===== config.mk =====
export PLATFORM = sky130hd
export DESIGN_NAME = dmem_waitstate_flat
export DESIGN_NICKNAME = d
export VERILOG_FILES = /design/src/rtl/dmem_pkg.sv /design/src/rtl/dmem_if.sv /design/src/rtl/dmem_array.sv /design/src/rtl/dmem_waitstate.sv /design/src/flat_wrapper.sv
export SDC_FILE = /design/constraint.sdc
export NUM_CORES = 2
export LEC_CHECK = 0
export CAP_MARGIN = 40
export CORE_MARGIN = 5
export CORE_UTILIZATION = 45
export CTS_CLUSTER_SIZE = 10
export DETAILED_ROUTE_END_ITERATION = 6
export HOLD_SLACK_MARGIN = 0.08
export SLEW_MARGIN = 0
export SYNTH_ARGS = -nofsm -noshare
export SYNTH_HDL_FRONTEND = slang
export SYNTH_SLANG_ARGS = --single-unit

===== constraint.sdc =====
create_clock -name clk -period 5.7 [get_ports clk]
set_input_delay 1.14 -clock clk [delete_from_list [all_inputs] [get_ports clk]]
set_output_delay 1.14 -clock clk [all_outputs]
set_load 0.03 [all_outputs]

===== src/rtl/dmem_pkg.sv =====
// Shared types and helpers for the data-memory wait-state responder.
package dmem_pkg;

    typedef enum logic [1:0] {
        IDLE = 2'd0,
        WAIT = 2'd1,
        RESP = 2'd2
    } dmem_state_t;

    localparam int unsigned WAITW = 4;

    function automatic logic is_status(input logic [31:0] adr, input logic [31:0] status_addr);
        return adr == status_addr;
    endfunction

endpackage


===== src/rtl/dmem_if.sv =====
// Core-to-memory data bus: request/response handshake with address and data.
interface dmem_if;

    logic        req;
    logic        memwrite;
    logic [31:0] dataadr;
    logic [31:0] writedata;
    logic [31:0] readdata;
    logic        ready;

    modport master (
        output req, memwrite, dataadr, writedata,
        input  readdata, ready
    );

    modport slave (
        input  req, memwrite, dataadr, writedata,
        output readdata, ready
    );

endinterface


===== src/rtl/dmem_array.sv =====
// Single-port word-addressed RAM: synchronous write, combinational read, no reset.
module dmem_array #(
    parameter int unsigned DEPTH_WORDS = 64
) (
    input  logic                           clk,
    input  logic                           we,
    input  logic [$clog2(DEPTH_WORDS)-1:0] addr,
    input  logic [31:0]                    wdata,
    output logic [31:0]                    rdata
);

    logic [31:0] mem [DEPTH_WORDS];

    always_ff @(posedge clk) begin
        if (we) begin
            mem[addr] <= wdata;
        end
    end

    assign rdata = mem[addr];

endmodule


===== src/rtl/dmem_waitstate.sv =====
// Data-memory responder: fixed wait states per access, word RAM, and a
// memory-mapped status port that records test done/pass plus access errors.
module dmem_waitstate
    import dmem_pkg::*;
#(
    parameter int unsigned DEPTH_WORDS = 64,
    parameter int unsigned WAIT_CYCLES = 2,
    parameter logic [31:0] STATUS_ADDR = 32'd84,
    parameter logic [31:0] PASS_VALUE  = 32'd8781
) (
    input  logic  clk,
    input  logic  reset,
    dmem_if.slave bus,
    output logic  done,
    output logic  pass,
    output logic  err
);

    localparam int unsigned     AW        = $clog2(DEPTH_WORDS);
    localparam logic [WAITW-1:0] WAIT_INIT = WAITW'(WAIT_CYCLES);

    dmem_state_t      state, state_next;
    logic [WAITW-1:0] cnt, cnt_next;
    logic             capture, go_resp;

    logic [31:0] adr_q, wdata_q, rdata_q;
    logic        write_q;

    logic [31:0] adr_a, wdata_a, ram_rdata, load_val;
    logic        write_a, status_hit, bad, ram_we;

    always_comb begin
        state_next = state;
        cnt_next   = cnt;
        capture    = 1'b0;
        go_resp    = 1'b0;
        unique case (state)
            IDLE: begin
                if (bus.req) begin
                    capture  = 1'b1;
                    cnt_next = WAIT_INIT;
                    if (WAIT_CYCLES == 0) begin
                        state_next = RESP;
                        go_resp    = 1'b1;
                    end else begin
                        state_next = WAIT;
                    end
                end
            end
            WAIT: begin
                cnt_next = cnt - WAITW'(1);
                if (cnt == WAITW'(1)) begin
                    state_next = RESP;
                    go_resp    = 1'b1;
                end
            end
            RESP: state_next = IDLE;
            default: state_next = IDLE;
        endcase
    end

    // With zero wait states the access completes on its capture edge, so the
    // live bus is used while IDLE and the latched copy once the FSM has moved on.
    assign adr_a   = (state == IDLE) ? bus.dataadr   : adr_q;
    assign wdata_a = (state == IDLE) ? bus.writedata : wdata_q;
    assign write_a = (state == IDLE) ? bus.memwrite  : write_q;

    assign status_hit = is_status(adr_a, STATUS_ADDR);
    assign bad        = !status_hit &&
                        ((adr_a[1:0] != 2'b00) || ({2'b00, adr_a[31:2]} >= DEPTH_WORDS));
    // Gating by reset keeps an abandoned access from writing while reset is held.
    assign ram_we     = go_resp && reset && write_a && !status_hit && !bad;

    dmem_array #(
        .DEPTH_WORDS(DEPTH_WORDS)
    ) u_array (
        .clk  (clk),
        .we   (ram_we),
        .addr (adr_a[AW+1:2]),
        .wdata(wdata_a),
        .rdata(ram_rdata)
    );

    always_comb begin
        load_val = ram_rdata;
        if (status_hit) begin
            load_val = {30'b0, pass, done};
        end else if (bad) begin
            load_val = '0;
        end
    end

    always_ff @(posedge clk or negedge reset) begin
        if (!reset) begin
            state   <= IDLE;
            cnt     <= '0;
            adr_q   <= '0;
            wdata_q <= '0;
            write_q <= 1'b0;
            rdata_q <= '0;
            done    <= 1'b0;
            pass    <= 1'b0;
            err     <= 1'b0;
        end else begin
            state   <= state_next;
            cnt     <= cnt_next;
            rdata_q <= '0;
            if (capture) begin
                adr_q   <= bus.dataadr;
                wdata_q <= bus.writedata;
                write_q <= bus.memwrite;
            end
            if (go_resp) begin
                if (!write_a) begin
                    rdata_q <= load_val;
                end
                if (bad) begin
                    err <= 1'b1;
                end
                if (write_a && status_hit) begin
                    done <= 1'b1;
                    if (wdata_a == PASS_VALUE) begin
                        pass <= 1'b1;
                    end
                end
            end
        end
    end

    assign bus.ready    = (state == RESP);
    assign bus.readdata = rdata_q;

endmodule

===== src/flat_wrapper.sv =====
// flat-port wrapper written by rule: the top's interface ports become plain ports
module dmem_waitstate_flat import dmem_pkg::*;
#(
    parameter int unsigned DEPTH_WORDS = 64,
    parameter int unsigned WAIT_CYCLES = 2,
    parameter logic [31:0] STATUS_ADDR = 32'd84,
    parameter logic [31:0] PASS_VALUE  = 32'd8781
)
  (clk, reset, done, pass, err, bus_req, bus_memwrite, bus_dataadr, bus_writedata, bus_readdata, bus_ready);
  dmem_if bus_i ();
  input  logic clk;
  input  logic reset;
  output logic done;
  output logic pass;
  output logic err;
  input wire logic [$bits(bus_i.req)-1:0] bus_req;
  input wire logic [$bits(bus_i.memwrite)-1:0] bus_memwrite;
  input wire logic [$bits(bus_i.dataadr)-1:0] bus_dataadr;
  input wire logic [$bits(bus_i.writedata)-1:0] bus_writedata;
  output wire logic [$bits(bus_i.readdata)-1:0] bus_readdata;
  output wire logic [$bits(bus_i.ready)-1:0] bus_ready;
  assign bus_i.req = bus_req;
  assign bus_i.memwrite = bus_memwrite;
  assign bus_i.dataadr = bus_dataadr;
  assign bus_i.writedata = bus_writedata;
  assign bus_readdata = bus_i.readdata;
  assign bus_ready = bus_i.ready;
  dmem_waitstate #(.DEPTH_WORDS(DEPTH_WORDS), .WAIT_CYCLES(WAIT_CYCLES), .STATUS_ADDR(STATUS_ADDR), .PASS_VALUE(PASS_VALUE)) u_core (.clk(clk), .reset(reset), .bus(bus_i), .done(done), .pass(pass), .err(err));
endmodule

==> impl_metrics.yaml <==
critical_path:
  crit_arrival_ps: 5450
  endpoint_kind: "flip-flop"
  critical_path.max_stage_delay_ps: 680
  critPathKind: "reg2reg"
  cp_cell_sequence: "or2_2 -> buf_4 -> and3_1 -> a31o_2 -> buf_4 -> nand2_2 -> buf_4 -> a21oi_1 -> a211o_1 -> a2111oi_2"
  cp_max_fo: 27
  required_ps: 6420
  start_kind: "flip-flop"
  critPathSlowestCell: "nand2_2"
  cpMostUsedCell: "buf_4"
die:
  design.core.area_mm2: 0.178
  chipHeight_um: 433
  dieArea_mm2: 0.187
  pin_count: 104
  start_util: 0.452
  rows: 155
  dieWidth_um: 433
grt:
  grt_usage: 0.318
  antenna_found_initial: 17
  grt_pass1_wl_mm: 412
  overflow: 0
  grt_max_degree: 91
  grt_pass1_vias: 50400
min_path:
  worstHoldPathType: "in2async"
clock_network:
  numCtsBuffers: 235
  cts_tree: "built"
  clock_path_buffers: 3
  cts_setup_buffers: 0
  cts.htree.levels: 4
  cts.sinks: 2154
  post_cts_resized: 0
  clkLatencyLatePin_ps: 900
  path_clk_slew_ps: 60
  root_buffer: "clkbuf_16"
  cts_hold_buf: 0
detailed_routing:
  ant_nets: 0
  drt_iter0_markers: 9223
  dr.pass1.iters: 6
  avgRoutedWirePerCell_um: 38.7
  drt_wl_total_mm: 303
  drc_errors: 0
  viasPerCell: 6.79
  num_vias: 53200
sta:
  setup_violations: 0
  tns_ps: 0
  max_freq_mhz: 211
  fin_crit_sh: 0.831
  rsz0062_at_grt: "false"
  slew_headroom: 0.359
  slew_viol_final: 0
  layout_min_cycle_time_ps: 4740
  holdWs_ps: 217
  hold_viol: 0
  worst_pin_slew_ps: 953
  clock-skew-final_ps: 78.7
synthesis:
  synthArstFlopShare: 0.0492
  netlist_area_mm2: 0.0804
  synth_ff_type: "edfxtp_1"
  ys_seq_area_frac: 0.798
  yosysWarnings: 0
  avgSynthCellArea_um2: 16.2
  synth-seq-cells: 2154
  synth_edf_count: 2048
  syn-instance-count: 4956
  synth.distinct_cells: 84
finish:
  layout-drive-gt1-share: 0.130
  syn_to_final_growth_pct: 17.2
  multi_input_area_mm2: 0.0155
  fillCellCount: 14300
  regArea_mm2: 0.0642
  final_nets: 5369
placement:
  hpwlAfterDp_mm: 175
  place_congestion: 0.889
  port-buffer-count: 103
job:
  maxCapViolCount: 0
power:
  power.total_uw: 53000
  power.leakage_uw: 0.0303
  ir_drop_uv: 496
  p_per_area_mw_per_mm2: 563
run_status:
  status: "complete, no violations"
## state kept, by name (all words and copies together), names as in the netlist
register and cells:
u_core.bus.readdata 32, u_core.pass 1, u_core.err 1, u_core.u_array.mem 2048, u_core.wdata_q 32, u_core.cnt 4
u_core.write_q 1, u_core.done 1, u_core.state 2, u_core.adr_q 32
## worst max-delay path, delay by kind of cell (launching register included)
kind,cells,cell delay (ps)
and+or+nand+nor,3,1630
DFF,1,630
AOI/OAI and AO/OA,4,1280
buffers and inverters,3,980
## cells in the final DEF, fill, tap and decap left out, types with 8 or more instances in the layout
cell type,count
a211oi_1,39
a21oi_1,77
a31oi_1,81
a32o_1,46
a32oi_1,35
and3_1,13
buf_12,91
buf_16,11
buf_4,208
clkbuf_1,161
clkbuf_16,235
clkdlybuf4s50_1,102
clkinv_16,10
conb_1,32
dfrtp_1,106
edfxtp_1,2048
mux2i_1,42
nand2_1,646
nand2_2,35
nand2b_1,10
nand3_1,107
nand4_1,12
nor2_1,70
nor2_4,65
nor3_1,50
nor3b_1,8
nor4_1,44
nor4b_1,9
o21ai_0,83
o221ai_1,124
o22a_1,93
o22ai_1,540
o31a_1,18
o31ai_1,22
o32a_1,8
o32ai_1,25
o41ai_1,8
or4_1,11
## cell families after synthesis
family	synth area share
fa+ha+maj	0.000311
other cells	0.0000466
simple gates	0.0600
mux	0.00817
compound gates	0.113
xor+xnor	0.000109
buf+inv	0.0207
flops	0.798
## cell usage after synthesis, types with 82 or more instances
cell type / n / area share
a31oi_1: 82 / 0.0064
buf_2: 177 / 0.011
clkbuf_1: 88 / 0.0041
dfrtp_1: 106 / 0.033
edfxtp_1: 2048 / 0.76
nand2_1: 684 / 0.032
nand3_1: 107 / 0.0067
nor2_1: 138 / 0.0064
o21ai_0: 84 / 0.0052
o221ai_1: 124 / 0.014
o22a_1: 93 / 0.010
o22ai_1: 540 / 0.042
## power by group
group	internal (uW)	switching, uW
Combinational	4530	13800
Clock	7780	6160
Sequential	20600	248
## layout make-up
class | instances | area share
diodes | 4 | 0.000106
clock buffers | 398 | 0.0691
clock inverters | 17 | 0.00454
inverters | 7 | 0.000279
multi-input cells | 2487 | 0.164
flip-flops and latches | 2154 | 0.681
well taps | 2355 | 0.0313
repair buffers | 414 | 0.0502
## stage by stage
| step | cells | setup WS, ps | utilization | cell area [um^2] |
|---|---|---|---|---|
| final | 7836 | 962 | 0.529 | 94300 |
| after global routing | 7832 | 852 | 0.529 | 94200 |
| after CTS | 7831 | 940 | 0.529 | 94200 |
| after detailed placement | 7416 | 599 | 0.490 | 87300 |
| after global placement | 7391 | 588 | 0.487 | 86700 |
| after floorplan | 4987 | 1040 | - | 80500 |
## metal layers
metal	up-vias	track usage	part of all wire
met5	-	0	0.00031
met4	14	0.154	0.059
met3	893	0.106	0.15
met2	4632	0.469	0.44
met1	27000	0.428	0.36
li1	20700	-	-
## final timing paths
check / startpoint / to / slack, ps / cells past startpoint
hold reg to reg: u_core.err$_DFFE_PN0P_ / u_core.err$_DFFE_PN0P_ / 470 / 1
hold / removal: reset / u_core.adr_q[13]$_DFFE_PN0P_ / 220 / 1
min in group clk: u_core.err$_DFFE_PN0P_ / u_core.err$_DFFE_PN0P_ / 470 / 1
setup / recovery: u_core.state[0]$_DFFE_PN0P_ / u_core.bus.readdata[23]$_DFF_PN0_ / 960 / 10
setup reg to reg: u_core.state[0]$_DFFE_PN0P_ / u_core.bus.readdata[23]$_DFF_PN0_ / 960 / 10
max in group asynchronous: reset / u_core.bus.readdata[24]$_DFF_PN0_ / 4390 / 3
Power figures use the tool's default switching activity.
